$ cat src/rtl/ula_pkg.sv
`timescale 1ns/1ps
// Shared opcode map and flag-register layout for the pipelined CLA ULA.
package ula_pkg;

    localparam logic [2:0] OP_AND = 3'b000;
    localparam logic [2:0] OP_OR  = 3'b001;
    localparam logic [2:0] OP_XOR = 3'b010;
    localparam logic [2:0] OP_NOT = 3'b011;
    localparam logic [2:0] OP_ADD = 3'b100;
    localparam logic [2:0] OP_SUB = 3'b101;
    localparam logic [2:0] OP_ADC = 3'b110;
    localparam logic [2:0] OP_INC = 3'b111;

    localparam int FLAG_C    = 0;
    localparam int FLAG_Z    = 1;
    localparam int FLAG_N    = 2;
    localparam int FLAG_V    = 3;
    localparam int NUM_FLAGS = 4;

    // The upper opcode bit splits the map into logic (0) and arithmetic (1) halves.
    function automatic logic op_aritmetica(input logic [2:0] op);
        return op[2];
    endfunction

endpackage

$ cat src/rtl/cla_4bits.sv
`timescale 1ns/1ps
// 4-bit carry-lookahead group: sum, group propagate/generate and carry out.
module cla_4bits (
    input  logic [3:0] a,
    input  logic [3:0] b,
    input  logic       cin,
    output logic [3:0] s,
    output logic       p,
    output logic       g,
    output logic       cout
);

    logic [3:0] p_bit;
    logic [3:0] g_bit;
    logic [3:0] c;

    assign p_bit = a ^ b;
    assign g_bit = a & b;

    assign c[0] = cin;
    assign c[1] = g_bit[0] | (p_bit[0] & cin);
    assign c[2] = g_bit[1] | (p_bit[1] & g_bit[0]) | (p_bit[1] & p_bit[0] & cin);
    assign c[3] = g_bit[2] | (p_bit[2] & g_bit[1]) | (p_bit[2] & p_bit[1] & g_bit[0])
                | (p_bit[2] & p_bit[1] & p_bit[0] & cin);

    assign p    = &p_bit;
    assign g    = g_bit[3] | (p_bit[3] & g_bit[2]) | (p_bit[3] & p_bit[2] & g_bit[1])
                | (p_bit[3] & p_bit[2] & p_bit[1] & g_bit[0]);
    assign cout = g | (p & cin);
    assign s    = p_bit ^ c;

endmodule

$ cat src/rtl/ula_cla_pipe.sv
`timescale 1ns/1ps
// Two-stage valid/ready ULA built from chained 4-bit CLA groups, with a
// registered flag set and a stored carry for multi-word add-with-carry.
module ula_cla_pipe
    import ula_pkg::*;
#(
    parameter int LARGURA = 8,
    parameter int GRUPO   = 4
) (
    input  logic               clk,
    input  logic               rst_n,
    input  logic               entrada_valida,
    output logic               entrada_pronta,
    input  logic [LARGURA-1:0] A,
    input  logic [LARGURA-1:0] B,
    input  logic [2:0]         seletor,
    input  logic               carry_in,
    output logic               saida_valida,
    input  logic               saida_pronta,
    output logic [LARGURA-1:0] resultado,
    output logic               carry_out,
    output logic               propagado,
    output logic               gerado,
    output logic               zero,
    output logic               negativo,
    output logic               overflow
);

    localparam int N_GRUPOS = LARGURA / GRUPO;
    localparam int MSB      = LARGURA - 1;

    if (GRUPO != 4 || LARGURA < 4 || (LARGURA % 4) != 0) begin : g_param_check
        $error("ula_cla_pipe: LARGURA must be a multiple of 4 and >= 4, GRUPO must be 4");
    end

    logic               s1_valid;
    logic [MSB:0]       s1_a;
    logic [MSB:0]       s1_b;
    logic [2:0]         s1_sel;
    logic               s1_cin;

    logic               s2_valid;
    logic               flag_c;
    logic [NUM_FLAGS-1:0] flags_q;

    logic               s2_avanca;
    logic               s1_avanca;

    assign s2_avanca      = !s2_valid || saida_pronta;
    assign s1_avanca      = !s1_valid || s2_avanca;
    assign entrada_pronta = rst_n && s1_avanca;
    assign saida_valida   = s2_valid;

    // Operand conditioning for the adder chain.
    logic [MSB:0]        op_b_ef;
    logic                cin_ef;
    logic [MSB:0]        soma;
    logic [N_GRUPOS:0]   carry;
    logic [N_GRUPOS-1:0] grp_p;
    logic [N_GRUPOS-1:0] grp_g;

    always_comb begin
        // NOTE: every always_comb output gets a default first so no path infers a latch.
        op_b_ef = s1_b;
        cin_ef  = s1_cin;
        case (s1_sel)
            OP_SUB: begin
                op_b_ef = ~s1_b;
                cin_ef  = 1'b1;
            end
            OP_ADC:  cin_ef = flag_c;
            OP_INC: begin
                op_b_ef = '0;
                cin_ef  = 1'b1;
            end
            default: ;
        endcase
    end

    assign carry[0] = cin_ef;

    for (genvar gi = 0; gi < N_GRUPOS; gi++) begin : g_grupo
        cla_4bits u_cla (
            .a    (s1_a[gi*4 +: 4]),
            .b    (op_b_ef[gi*4 +: 4]),
            .cin  (carry[gi]),
            .s    (soma[gi*4 +: 4]),
            .p    (grp_p[gi]),
            .g    (grp_g[gi]),
            .cout (carry[gi+1])
        );
    end

    logic [MSB:0]         res_n;
    logic [NUM_FLAGS-1:0] flags_n;
    logic                 p_n;
    logic                 g_n;
    logic                 g_total;

    always_comb begin
        // NOTE: g_total is a blocking accumulator; each iteration must see the previous value.
        g_total = 1'b0;
        for (int k = 0; k < N_GRUPOS; k++) begin
            g_total = grp_g[k] | (grp_p[k] & g_total);
        end

        res_n   = '0;
        flags_n = '0;
        p_n     = 1'b0;
        g_n     = 1'b0;

        if (op_aritmetica(s1_sel)) begin
            res_n           = soma;
            flags_n[FLAG_C] = carry[N_GRUPOS];
            flags_n[FLAG_V] = (s1_a[MSB] == op_b_ef[MSB]) && (soma[MSB] != s1_a[MSB]);
            p_n             = &grp_p;
            g_n             = g_total;
        end else begin
            case (s1_sel)
                OP_AND:  res_n = s1_a & s1_b;
                OP_OR:   res_n = s1_a | s1_b;
                OP_XOR:  res_n = s1_a ^ s1_b;
                default: res_n = ~s1_a;
            endcase
        end

        flags_n[FLAG_Z] = (res_n == '0);
        flags_n[FLAG_N] = res_n[MSB];
    end

    // Stage 1 payload carries no reset: it is only consumed when s1_valid is set.
    always_ff @(posedge clk or negedge rst_n) begin
        if (!rst_n) begin
            s1_valid <= 1'b0;
        end else if (s1_avanca) begin
            s1_valid <= entrada_valida;
        end
    end

    always_ff @(posedge clk) begin
        // NOTE: sequential state uses non-blocking assignments so all registers update together.
        if (s1_avanca && entrada_valida) begin
            s1_a   <= A;
            s1_b   <= B;
            s1_sel <= seletor;
            s1_cin <= carry_in;
        end
    end

    always_ff @(posedge clk or negedge rst_n) begin
        if (!rst_n) begin
            s2_valid  <= 1'b0;
            resultado <= '0;
            flags_q   <= '0;
            propagado <= 1'b0;
            gerado    <= 1'b0;
            flag_c    <= 1'b0;
        end else if (s2_avanca) begin
            s2_valid <= s1_valid;
            if (s1_valid) begin
                resultado <= res_n;
                flags_q   <= flags_n;
                propagado <= p_n;
                gerado    <= g_n;
                // Logic ops leave the stored carry alone so ADC chains survive them.
                if (op_aritmetica(s1_sel)) begin
                    flag_c <= flags_n[FLAG_C];
                end
            end
        end
    end

    assign carry_out = flags_q[FLAG_C];
    assign zero      = flags_q[FLAG_Z];
    assign negativo  = flags_q[FLAG_N];
    assign overflow  = flags_q[FLAG_V];

endmodule

$ cat config.mk
export PLATFORM = sky130hd
export DESIGN_NAME = ula_cla_pipe
export DESIGN_NICKNAME = d
export VERILOG_FILES = /design/src/rtl/ula_pkg.sv /design/src/rtl/cla_4bits.sv /design/src/rtl/ula_cla_pipe.sv
export SDC_FILE = /design/constraint.sdc
export NUM_CORES = 1
export LEC_CHECK = 0
export ABC_CLOCK_PERIOD_IN_PS = 3700
export BUFFER_PORTS_ARGS = -buffer_cell sky130_fd_sc_hd__buf_4
export CAP_MARGIN = 25
export CORE_MARGIN = 2
export CORE_UTILIZATION = 51
export DETAILED_ROUTE_END_ITERATION = 8
export GPL_TIMING_DRIVEN = 0
export HOLD_SLACK_MARGIN = 0.02
export PLACE_DENSITY = 0.76
export SETUP_SLACK_MARGIN = 0.2
export SYNTH_ARGS = -nofsm -noshare
export SYNTH_HDL_FRONTEND = slang
export SYNTH_SLANG_ARGS = --single-unit
$ cat constraint.sdc
create_clock -name clk -period 3.7 [get_ports clk]
set_clock_uncertainty 0.1 [all_clocks]
set_input_delay 0.185 -clock clk [delete_from_list [all_inputs] [get_ports clk]]
set_output_delay 0.185 -clock clk [all_outputs]
set_load 0.02 [all_outputs]
# Yosys cells after proc, flatten, opt, wreduce, memory -nomap -nowiden
# Index checks and enable logic that the tools add are counted.
# W data, S select, Z words.
[word_totals] register_bits=37 word_cells=104 in_bits=24 out_inout_bits=16
[classes] n_eq_ne=7 muxes=8 reduce_logical=15 bitwise=63
[ops] cell="$and A1 B1 Y1" count=31
[ops] cell="$pmux W8 S3" count=1
[ops] cell="$or A1 B1 Y1" count=21
[ops] cell="$not A8 Y8" count=2
[ops] cell="$pmux W8 S2" count=1
[ops] cell="$xor A4 B4 Y4" count=4
[ops] cell="$eq A3 B3 Y1 const B" count=3
[ops] cell="$and A4 B4 Y4" count=2
[ops] cell="$and A8 B8 Y8" count=1
[ops] cell="$logic_not A8 Y1" count=1
[ops] cell="$mux W8" count=1
[ops] cell="$or A8 B8 Y8" count=1
[ops] cell="$reduce_and A4 Y1" count=2
[ops] cell="$reduce_and A8 Y1" count=1
[ops] cell="$xor A8 B8 Y8" count=1
[ops] cell="$mux W1" count=4
[ops] cell="$eq A3 B1 Y1 const B" count=1
[ops] cell="$eq A3 B2 Y1 const B" count=1
[ops] cell="$logic_and A1 B1 Y1" count=3
[ops] cell="$logic_not A3 Y1" count=1
[ops] cell="$reduce_and A3 Y1" count=1
[ops] cell="$logic_not A1 Y1" count=2
[ops] cell="$logic_or A1 B1 Y1" count=2
[ops] cell="$pmux W1 S2" count=1
[ops] cell="other kinds (4)" count=4

# Logic depth before layout (Yosys ltp)
# Gate-level depths: netlist of the first run.
[depth] depth_word=14 mapped_depth=17 mapped_depth_nobuf=14

# Modules after synthesis
# Synthesis of the first run repeated with hierarchy kept, for this count alone.
[unflattened] cells_unflattened=244 hier_area_um2=2422.3
[modules_own_cells] mod="ula_cla_pipe" instances=1 area_per_inst_um2=2045.7 seq_area_each_um2=1001.0 cells_each=200
[modules_own_cells] mod="cla_4bits at g_grupo[1].u_cla" instances=1 area_per_inst_um2=193.9 seq_area_each_um2=0.0 cells_each=22
[modules_own_cells] mod="cla_4bits at g_grupo[0].u_cla" instances=1 area_per_inst_um2=182.7 seq_area_each_um2=0.0 cells_each=22

# Least setup slack after synthesis of the first run
# No wires, ideal clock.
[synth_path] kind="register -> register" start="register s1_sel[1]" end="register flags_q[1]" t_required_ns=3.497 path_slack_ns=0.135 path_stages_with_launch=18 arrival_time_ns=3.361 setup_ns=0.103 path_cell_list="edfxtp_1 > buf_6 > buf_2 > buf_2 > or2_1 > clkbuf_1 > o21ai_1 > ha_1 > nand4_1 > a211o_1 > nand2_1 > inv_1 > fa_1 > xor2_1 > a22oi_1 > o21ai_0 > nand4_1 > o41ai_2"
[synth_between] elab_chain_cells=13
[synth_lines] element="start: declaration" line="ula_cla_pipe.sv:39" rtl="logic [2:0] s1_sel;"
[synth_lines] element="start signal: assignment" line="ula_cla_pipe.sv:145" rtl="s1_sel <= seletor;"
[synth_lines] element="$eq A3 B3 Y1" line="ula_cla_pipe.sv:66" rtl="case (s1_sel)"
[synth_lines] element="$pmux W8 S2" line="ula_cla_pipe.sv:66"
[synth_lines] element="$xor A4 B4 Y4 / $and A4 B4 Y4 (equally long branches)" line="cla_4bits.sv:17, cla_4bits.sv:18"
[synth_lines] element="$and A1 B1 Y1 (on tied branches)" line="cla_4bits.sv:27, cla_4bits.sv:28"
[synth_lines] element="$or A1 B1 Y1, or another cell as far along" line="cla_4bits.sv:27" rtl="assign g = g_bit[3] | (p_bit[3] & g_bit[2]) | (p_bit[3] & p_bit[2] & g_bit[1])"
[synth_lines] element="$or A1 B1 Y1 / $and A1 B1 Y1 (equally long branches)" line="cla_4bits.sv:27, cla_4bits.sv:28"
[synth_lines] element="$or A1 B1 Y1" line="cla_4bits.sv:28" rtl="| (p_bit[3] & p_bit[2] & p_bit[1] & g_bit[0]);"
[synth_lines] element="$or A1 B1 Y1" line="cla_4bits.sv:29" rtl="assign cout = g | (p & cin);"
[synth_lines] element="$and A1 B1 Y1 (on tied branches)" line="cla_4bits.sv:21, cla_4bits.sv:22, cla_4bits.sv:24"
[synth_lines] element="$or A1 B1 Y1 (on tied branches)" line="cla_4bits.sv:21, cla_4bits.sv:22, cla_4bits.sv:24"
[synth_lines] element="$xor A4 B4 Y4" line="cla_4bits.sv:30" rtl="assign s = p_bit ^ c;"
[synth_lines] element="$mux W8 *" line="ula_cla_pipe.sv:112" rtl="if (op_aritmetica(s1_sel)) begin"
[synth_lines] element="$logic_not A8 Y1 *" line="ula_cla_pipe.sv:127" rtl="flags_n[FLAG_Z] = (res_n == '0);"
[synth_lines] element="end signal: assignment" line="ula_cla_pipe.sv:162" rtl="flags_q <= flags_n;"
[synth_lines] element="end: declaration" line="ula_cla_pipe.sv:44" rtl="logic [NUM_FLAGS-1:0] flags_q;"
# Every way passes the cells marked *; elsewhere a longest branch is shown, timed or not.
# A chain may end at the register's enable or synchronous reset.

# Worst setup path after layout of the first run
# Ends and elaborated chain as after synthesis.

==> metrics.txt, run 1 <==
DRC Markers 0; Tcrit/Tclk final 95.32%; I/O pins 40; synth cell count leaders ha_1, inv_1, edfxtp_1, nand2_1, dfrtp_1; MaxCap Viol Count 0; largest net degree at the start of global routing 21; Congestion Overflow GR 0; relative max-transition margin between 30 and 40%; Die H 71.61 µm; dpl hpwl 3431 µm; Worst Hold Launch saida_pronta; Max stage delay on crit path around 380 ps; Pins Over Slew Limit 0; P per Cell Area 373.0 nW/µm²; Syn Inst Count approximately 220; htree depth 2; Critical R2R Capture flags_q[1]$_DFFE_PN0P_; area leader, netlist edfxtp_1; final non-filler cell total 367; routed via count 2030; PortBufs 39; core area 4384 µm²; delay-heaviest family, CP compound AO/OA/AOI/OAI gates; area delta synth->final 42.24%; final setup vio count 0; initial antenna violation count 0; hold path cells 3; CP Class reg -> reg; post-synth cell types 49; Avg Synthesized Cell Area around 10 µm²; clock tree from TritonCTS yes; count leader, synth ha_1; DR WL/cell 15.31 µm; clock tree buffer depth 2; Final nets 364; Peak Freq 283.5 MHz; placed insts 313; Iter 0 DRT Violations ~120; Hold Path Sink s1_valid$_DFFE_PN0N_; Post-DRT Antenna Nets 0; area of the multi-input gates 1281 µm²; number of buffers created by CTS 5; Fin. Hold Viols 0; clk_lat worst skew roughly 290 ps; CTS clock-pin slew for the worst setup and hold paths roughly 70 ps; CP bufs+invs 5; R2R depth 17; Initial Util 53.17%; Tmin final 3527 ps; fill cell count 302; Pwr Total 0.001237 W; top cells by area, synth edfxtp_1, dfrtp_1, ha_1; Seq/Total Area, Yosys 42.94%; RSZ-0062 raised after global routing true; worst slew pin tran 909.8 ps; Worst Path Max Fanout 8; Leak 1.545 nW; gp weighted congestion between 0.8 and 0.9; Clock Sinks 36; Pre-antenna DRT Iters 4; Rows 24; status complete, no violations; Post-synth EDFFs 20; post-route cell area 3316 µm²; Yosys reg bits 36; Post-Place Cell Area 2690 µm²; Crit. End Element flip-flop; Synth Cell Area 2331 µm²; worst path cell trace buf_6 > buf_12 > buf_8 > or2_4 > buf_8 > o21ai_2 > ha_1 > nand4_1 > a211o_1 > nand2_2 > inv_2 > fa_2 > xor2_1 > a22oi_1 > o21ai_1 > nand4_1 > o41ai_2; most used flip-flop cell after synthesis edfxtp_1; Max IR drop VDD between 0.2 and 0.25 mV; flip-flop and latch area between 1000 and 1500 µm²; final WL between 5000 and 6000 µm; CP max stage cell edfxtp_1; number of global-route vias before repair about 1800; Worst EP required 3790 ps; Reg-to-Reg Start s1_sel[1]$_DFFE_PP_; vias per cell 5.531; Yosys warnings 0; clock root buffer clkbuf_8; gr usage total 20.77%; Synth Net Count 272; startpoint types flip-flop; Ant. Diodes 0; Die W 71.61 µm; CP arrival 3620 ps; first-pass GRT wire length 8211 µm; layout cells sized above 1 30.16%; die area 5127 µm²; share of the synthesized area in the top cell type roughly a quarter; Post-synth ARST share between 40% and 50%; r2r setup slk roughly 170 ps; Hold Path Class in -> reg
-- worst max path at each step --
stage | from | endpoint | slack (ps) | depth (start not counted)
2_1_floorplan | s1_sel[1]$_DFFE_PP_ | flags_q[1]$_DFFE_PN0P_ | 220 | 17
3_3_place_gp | s1_sel[0]$_DFFE_PP_ | flags_q[1]$_DFFE_PN0P_ | -450 | 15
3_5_place_dp | s1_sel[0]$_DFFE_PP_ | flags_q[1]$_DFFE_PN0P_ | -480 | 16
4_1_cts | s1_sel[1]$_DFFE_PP_ | flags_q[1]$_DFFE_PN0P_ | 210 | 16
5_1_grt | s1_sel[1]$_DFFE_PP_ | flags_q[1]$_DFFE_PN0P_ | 30 | 17
6_report | s1_sel[1]$_DFFE_PP_ | flags_q[1]$_DFFE_PN0P_ | 170 | 17
-- per-stage QoR --
step / utilization, % / TNS, ps / worst slack (ps) / hold slack, ps
2_1_floorplan: - / 0 / 218.1 / -210.6
4_1_cts: 71.26 / 0 / 209.2 / 104.2
3_3_place_gp: 61.36 / -985.9 / -451.2 / -46.65
3_5_place_dp: 61.36 / -1085 / -479.0 / -45.42
5_1_grt: 75.63 / 0 / 27.20 / 137.2
6_report: 75.63 / 0 / 173.0 / 110.6
-- cell usage in the layout, fill, tap and decap left out, types with 2 or more instances in the layout --
cell           count
a31oi_4            2
buf_4             65
nor2b_1            3
nand4_1            2
dfrtp_1           16
mux2i_1           10
nand2_1           18
ha_1              22
mux2_2             2
o21ai_2            3
xor2_1             4
a22oi_1            2
o21ai_1           12
and2_1             2
clkbuf_1           5
nor2_1             9
nand2b_1           4
ha_4               2
mux2_1             4
buf_6              2
a21o_1             5
inv_1             21
nor3_1             2
o211ai_1           5
dlygate4sd3_1     22
buf_8              2
a211oi_1           4
a21oi_1            6
o21ai_0            3
clkbuf_8           6
edfxtp_1          20
o31ai_1            3
-- cell type report --
class                           instances  area share, %
Buffer                                 10          2.981
Clock buffer                            8          2.717
Inverter                               23          2.604
Multi-Input combinational cell        153          38.64
Sequential cell                        36          30.19
Tap cell                               52          1.962
Timing Repair Buffer                   85          20.91
-- tightest hold or removal path, stage by stage --
cell	delay, ps
buf_4	80
nand3b_1	130
nand2b_1	60
-- layer usage --
metal / up-vias / share of wire, % / track usage [%]
li1: 974 / - / -
met1: 957 / 42 / 27.13
met2: 88 / 49 / 33.95
met3: 11 / 6.9 / 4.219
met4: 0 / 1.8 / 8.176
met5: - / 0 / 0
-- registers in the layout, summed over array words and instances, names as in the netlist --
register and flops:
s1_a 8, s1_b 8, resultado 7, flags_q 4
s1_sel 3, flag_c 1, gerado 1, propagado 1
s1_cin 1, s1_valid 1, saida_valida 1
-- report_power, final --
group          total (W)  internal (W)  switching, W  leakage, nW
logic           0.000439      0.000217      0.000222         1.11
registers       0.000510      0.000477     0.0000333        0.388
clock network   0.000288      0.000152      0.000136       0.0455
-- logic make-up (layout without fill, tap and decap cells) --
| family | after synthesis | count (layout) | synth area share [%] |
|---|---|---|---|
| XOR/XNOR | 5 | 5 | 1.879 |
| buffers and inverters | 33 | 126 | 6.065 |
| flip-flops | 36 | 36 | 42.94 |
| multiplexers | 16 | 16 | 7.193 |
| AO/OA/AOI/OAI | 56 | 56 | 16.27 |
| adder cells (fa/ha/maj) | 26 | 26 | 14.60 |
| AND/OR/NAND/NOR | 50 | 50 | 11.06 |
-- what timing repair did --
action,in CTS,in global routing
setup buffers,8,16
resized for setup,17,17
hold buffers,22,0
hold endpoints to repair,37,0
pin swaps,9,10
setup endpoints to repair,5,3
(Power assumes the default switching activity.)
==> inputs of run 2 (changes only) <==
Settings changed: CORE_UTILIZATION 51 to 50, PLACE_DENSITY 0.76 to 0.75.
==> run 2 against run 1 <==
Net effect:
- register-to-register slack lost 50 ps
- non-clock buffer count grew 5
- combinational power is essentially flat
- sequential share of layout area shrank 0.29 points
- global-route usage grew 1.2 points
- via count grew 1.4%
- cell area grew 0.98%
==> metrics.txt, run 2 (synthesis gave the netlist of run 1 again) <==
Pwr Total 0.001259 W (+1.8%); I/O pins 40 (unchanged); Total Neg Setup Slack 0 ps (unchanged); clock tree buffer depth 2 (unchanged); area delta synth->final 43.64%; final non-filler cell total 372 (+1.4%); CP arrival 3700 ps (+80 ps); Tmin final 3572 ps (+45.23 ps); Fin. Hold Viols 0 (unchanged); DRC Markers 0 (unchanged); clock root buffer clkbuf_8; gp weighted congestion 0.8782 (+1.1%); area of the multi-input gates 1262 µm² (-1.5%); CTS clock-pin slew for the worst setup and hold paths 70 ps (about the same); Final nets 369 (+1.4%); flip-flop and latch area 1001 µm² (unchanged); status complete, no violations; initial antenna violation count 0 (unchanged); R2R depth 22 (+5); largest net degree at the start of global routing 21 (unchanged); placed insts 313 (unchanged); Crit. End Element flip-flop; Tcrit/Tclk final 96.55% (+1.2 points); Max IR drop VDD 0.2227 mV (+5.3%); Die H 72.28 µm (+0.94%); fill cell count 277 (-8.3%); first-pass GRT wire length 8742 µm (+6.5%); Clock Sinks 36 (unchanged); most frequent cells in the layout buf_4, ha_1, dlygate4sd3_1; Initial Util 52.81% (-0.36 points); core area 4414 µm² (+0.68%); die area 5224 µm² (+1.9%); clk_lat worst skew 290 ps (about the same); Post-DRT Antenna Nets 0 (unchanged); Peak Freq 279.9 MHz (-1.3%); number of buffers created by CTS 5 (unchanged); DR WL/cell 15.58 µm (+1.7%); Rows 24 (unchanged); P per Cell Area 376.2 nW/µm² (+0.85%); htree depth 2 (unchanged); relative max-transition margin 37.55% (-1.8 points); biggest regs s1_a x8, s1_b x8, resultado x7; clock tree from TritonCTS yes; gr usage total 21.99% (+1.2 points); Die W 72.28 µm (+0.94%); Worst EP required 3830 ps (+40 ps); layout cells sized above 1 31.56% (+1.4 points); startpoint types flip-flop; routed via count 2059 (+1.4%); RSZ-0062 raised after global routing true; Congestion Overflow GR 0 (unchanged); worst slew pin tran 936.8 ps (+27.05 ps); hold path cells 3 (unchanged); MaxCap Viol Count 0 (unchanged); dpl hpwl 3432 µm (about the same); vias per cell 5.535 (about the same); Pre-antenna DRT Iters 4 (unchanged); Leak 1.572 nW (+1.8%); PortBufs 39 (unchanged); final setup vio count 0 (unchanged); Ant. Diodes 0 (unchanged); number of global-route vias before repair 1832 (+2.9%); Pins Over Slew Limit 0 (unchanged); Hold Path Class in -> reg; Worst Path Max Fanout 5 (-3); Iter 0 DRT Violations 192 (+56%); final WL 5795 µm (+3.1%); CP Class reg -> reg; commonest non-fill, non-tap cell in the layout buf_4
==> run 2: timing repair <==
| item | 4_1_cts | 5_1_grt |
|---|---|---|
| hold buffers | 22 | 0 |
| resized for setup | 19 | 13 |
| setup endpoints to repair | 5 | 2 |
| setup buffers | 20 | 9 |
| endpoints found under the hold margin | 37 | 0 |
| pin swaps | 8 | 9 |
==> run 2: final timing paths <==
check | slack, ps | from | end
max | 130 | s1_sel[1]$_DFFE_PP_ | propagado$_DFFE_PN0P_
min | 90 | saida_pronta | s1_valid$_DFFE_PN0N_
max reg2reg | 130 | s1_sel[1]$_DFFE_PP_ | propagado$_DFFE_PN0P_
min reg2reg | 380 | flags_q[0]$_DFFE_PN0P_ | flags_q[0]$_DFFE_PN0P_
max in group asynchronous | 3140 | rst_n | flags_q[2]$_DFFE_PN0P_
min in group asynchronous | 180 | rst_n | resultado[1]$_DFFE_PN0P_
==> run 2: critical path: stages, from the launching register on <==
cell and delay [ps]:
edfxtp_1 380, buf_6 140, buf_12 120, buf_8 110, or2_4 220, buf_8 130, o21ai_2 130, ha_1 190
nand4_1 200, buf_4 200, buf_4 120, buf_4 120, buf_4 120, buf_4 130, buf_6 110, buf_4 120
buf_4 120, buf_4 120, buf_4 120, buf_4 120, buf_4 120, nor2_2 80, a32o_1 160
==> run 2: per-layer routing <==
metal / global-route usage (%) / up-vias / part of all wire, %
li1: - / 993 / -
met1: 27.81 / 953 / 42
met2: 35.88 / 92 / 48
met3: 5.139 / 21 / 5.7
met4: 9.853 / 0 / 3.9
met5: 0 / - / 0
==> run 2: area by class of cell <==
type,count,area share (%)
Multi-Input combinational cell,153,37.71
Sequential cell,36,29.90
Timing Repair Buffer,90,21.94
Clock buffer,8,2.990
Buffer,10,2.952
Inverter,23,2.578
Tap cell,52,1.943
==> run 2: power by group <==
part	switching (W)	internal [W]	total (W)
clock	0.000139	0.000170	0.000308
combinational	0.000224	0.000218	0.000442
sequential	0.0000329	0.000477	0.000509
==> run 2: metrics by stage <==
stage / setup WS [ps] / util (%) / cell area [µm²] / hold WS [ps]
after CTS: 217.1 / 73.19 / 3231 / 87.12
after global routing: 23.24 / 75.85 / 3348 / 109.6
after detailed placement: -515.1 / 60.94 / 2690 / -47.86
after global placement: -474.4 / 60.94 / 2690 / -47.24
final: 127.7 / 75.85 / 3348 / 93.42
after floorplan: 218.1 / - / 2332 / -210.6
==> inputs of run 3 (changes only) <==
Settings changed: CORE_UTILIZATION 50 to 51, PLACE_DENSITY 0.75 to 0.76, SETUP_SLACK_MARGIN 0.2 to 0.3.
==> run 3 against run 2 <==
Net effect:
- total power increased by 1.9%
- largest cell class unchanged
- setup slack gained 36 ps
- sequential power is essentially flat
- worst hold slack improved by 8.2 ps
- via count grew 5.2%
- non-clock buffer count fell by 2
==> metrics.txt, run 3 (synthesis gave the netlist of run 1 again) <==
Post-Place Cell Area 2696 µm² (+0.23%); core area 4384 µm² (-0.68%); Max IR drop VDD 0.2476 mV (+11%); Worst EP required 3800 ps (-30 ps); layout cells sized above 1 32.08% (+0.51 points); Iter 0 DRT Violations 214 (+11%); Final nets 367 (-0.54%); Rows 24 (unchanged); Clock Sinks 36 (unchanged); Worst Hold Launch saida_pronta; Tmin final 3536 ps (-36.36 ps); met2 GRT Util 41.36% (+5.5 points); RSZ-0062 raised after global routing true; flip-flop and latch area 1001 µm² (unchanged); GR peak layer met2; gr usage total 24.01% (+2.0 points); initial antenna violation count 0 (unchanged); die area 5127 µm² (-1.9%); I/O pins 40 (unchanged); post-route cell area 3396 µm² (+1.4%); clk_lat worst skew 300 ps (about the same); startpoint types flip-flop; CP arrival 3640 ps (-60 ps); Initial Util 53.17% (+0.36 points); Critical R2R Capture flags_q[1]$_DFFE_PN0P_; PortBufs 39 (unchanged); commonest non-fill, non-tap cell in the layout buf_4; fill cell count 267 (-3.6%); gp weighted congestion 0.8608 (-2.0%); Worst Setup SP s1_sel[1]$_DFFE_PP_; Ant. Diodes 0 (unchanged); Hold Path Sink saida_valida$_DFFE_PN0P_; final WL 6600 µm (+14%); Pins Over Slew Limit 0 (unchanged); clock tree from TritonCTS yes; clock tree buffer depth 2 (unchanged); biggest regs s1_a x8, s1_b x8, resultado x7; largest net degree at the start of global routing 21 (unchanged); Leak 1.573 nW (about the same); clock root buffer clkbuf_8; most frequent cells in the layout buf_4, ha_1, dlygate4sd3_1; worst slew pin tran 940.2 ps (+3.331 ps); status complete, no violations; relative max-transition margin 37.32% (-0.22 points); hold path cells 3 (unchanged); DR WL/cell 17.84 µm (+15%); dpl hpwl 3549 µm (+3.4%); Pre-antenna DRT Iters 4 (unchanged); Pwr Total 0.001284 W (+1.9%); Congestion Overflow GR 0 (unchanged); CTS clock-pin slew for the worst setup and hold paths 70 ps (about the same); routed via count 2167 (+5.2%); Post-DRT Antenna Nets 0 (unchanged); Peak Freq 282.8 MHz (+1.0%); CP Class reg -> reg; DRC Markers 0 (unchanged); Tcrit/Tclk final 95.56% (-0.98 points); r2r setup slk 160 ps (+40 ps); Crit. End Element flip-flop; met3 usage 5.767% (+0.63 points); P per Cell Area 378.0 nW/µm² (+0.50%); Die H 71.61 µm (-0.93%); Die W 71.61 µm (-0.93%); area of the multi-input gates 1315 µm² (+4.2%); number of buffers created by CTS 5 (unchanged); area delta synth->final 45.68%; final setup vio count 0 (unchanged); R2R depth 16 (-27%); Hold Path Class in -> reg; Worst Path Max Fanout 5 (unchanged); first-pass GRT wire length 9308 µm (+6.5%); number of global-route vias before repair 2035 (+11%); met1 usage 27.69% (-0.13 points); htree depth 2 (unchanged); Fin. Hold Viols 0 (unchanged); Reg-to-Reg Start s1_sel[1]$_DFFE_PP_; MaxCap Viol Count 0 (unchanged); vias per cell 5.857 (+5.8%)
run 3: power breakdown:
part           switching (W)  internal, W
clock               0.000147     0.000149
combinational       0.000246     0.000229
sequential         0.0000357     0.000477
run 3: worst max-delay path by stage:
stage                                   endpoint  slack [ps]
final                     flags_q[1]$_DFFE_PN0P_         160
after global routing      flags_q[1]$_DFFE_PN0P_         160
after CTS                 flags_q[1]$_DFFE_PN0P_         300
after detailed placement  flags_q[1]$_DFFE_PN0P_        -300
after global placement    flags_q[1]$_DFFE_PN0P_        -220
after floorplan           flags_q[1]$_DFFE_PN0P_         330
run 3: final cells by class:
class	count	share of cell area, %
Sequential cell	36	29.48
Clock buffer	6	2.432
Buffer	10	2.985
Inverter	23	2.542
Clock inverter	2	0.2948
Timing Repair Buffer	88	21.63
Multi-Input combinational cell	153	38.73
Tap cell	52	1.916
run 3: routing by layer:
layer / vias to the layer above / wire [µm]
met5: - / 0
met1: 1018 / 2453
met3: 32 / 618
li1: 987 / -
met2: 130 / 3281
met4: 0 / 246
run 3: metrics by stage:
stage | cells | hold WS [ps] | setup TNS [ps] | utilization [%] | worst slack, ps
floorplan | 222 | -210.6 | 0 | - | 325.1
global placement | 313 | -45.64 | -290.1 | 61.50 | -215.3
detailed placement | 313 | -46.65 | -462.8 | 61.50 | -295.5
CTS | 368 | 91.33 | 0 | 74.77 | 296.3
global route | 370 | 124.8 | 0 | 77.45 | 159.5
finish | 370 | 101.6 | 0 | 77.45 | 164.1
run 3: repair_timing:
action	4_1_cts	5_1_grt
endpoints found under the hold margin	37	0
hold buffers	22	0
buffers inserted	25	2
setup endpoints to repair	5	4
pin swaps	13	6
gates resized for setup	20	17
run 3: critical path: stages (launching register included):
cell and delay, ps:
edfxtp_1 380, buf_6 140, buf_12 120, buf_8 100, or2_1 220, buf_8 150
o21ai_2 140, ha_1 220, nand4_1 160, a211o_1 310, nand2_2 100, inv_2 40
fa_2 540, a221oi_4 80, nor2_1 130, nand4_1 150, o41ai_2 350
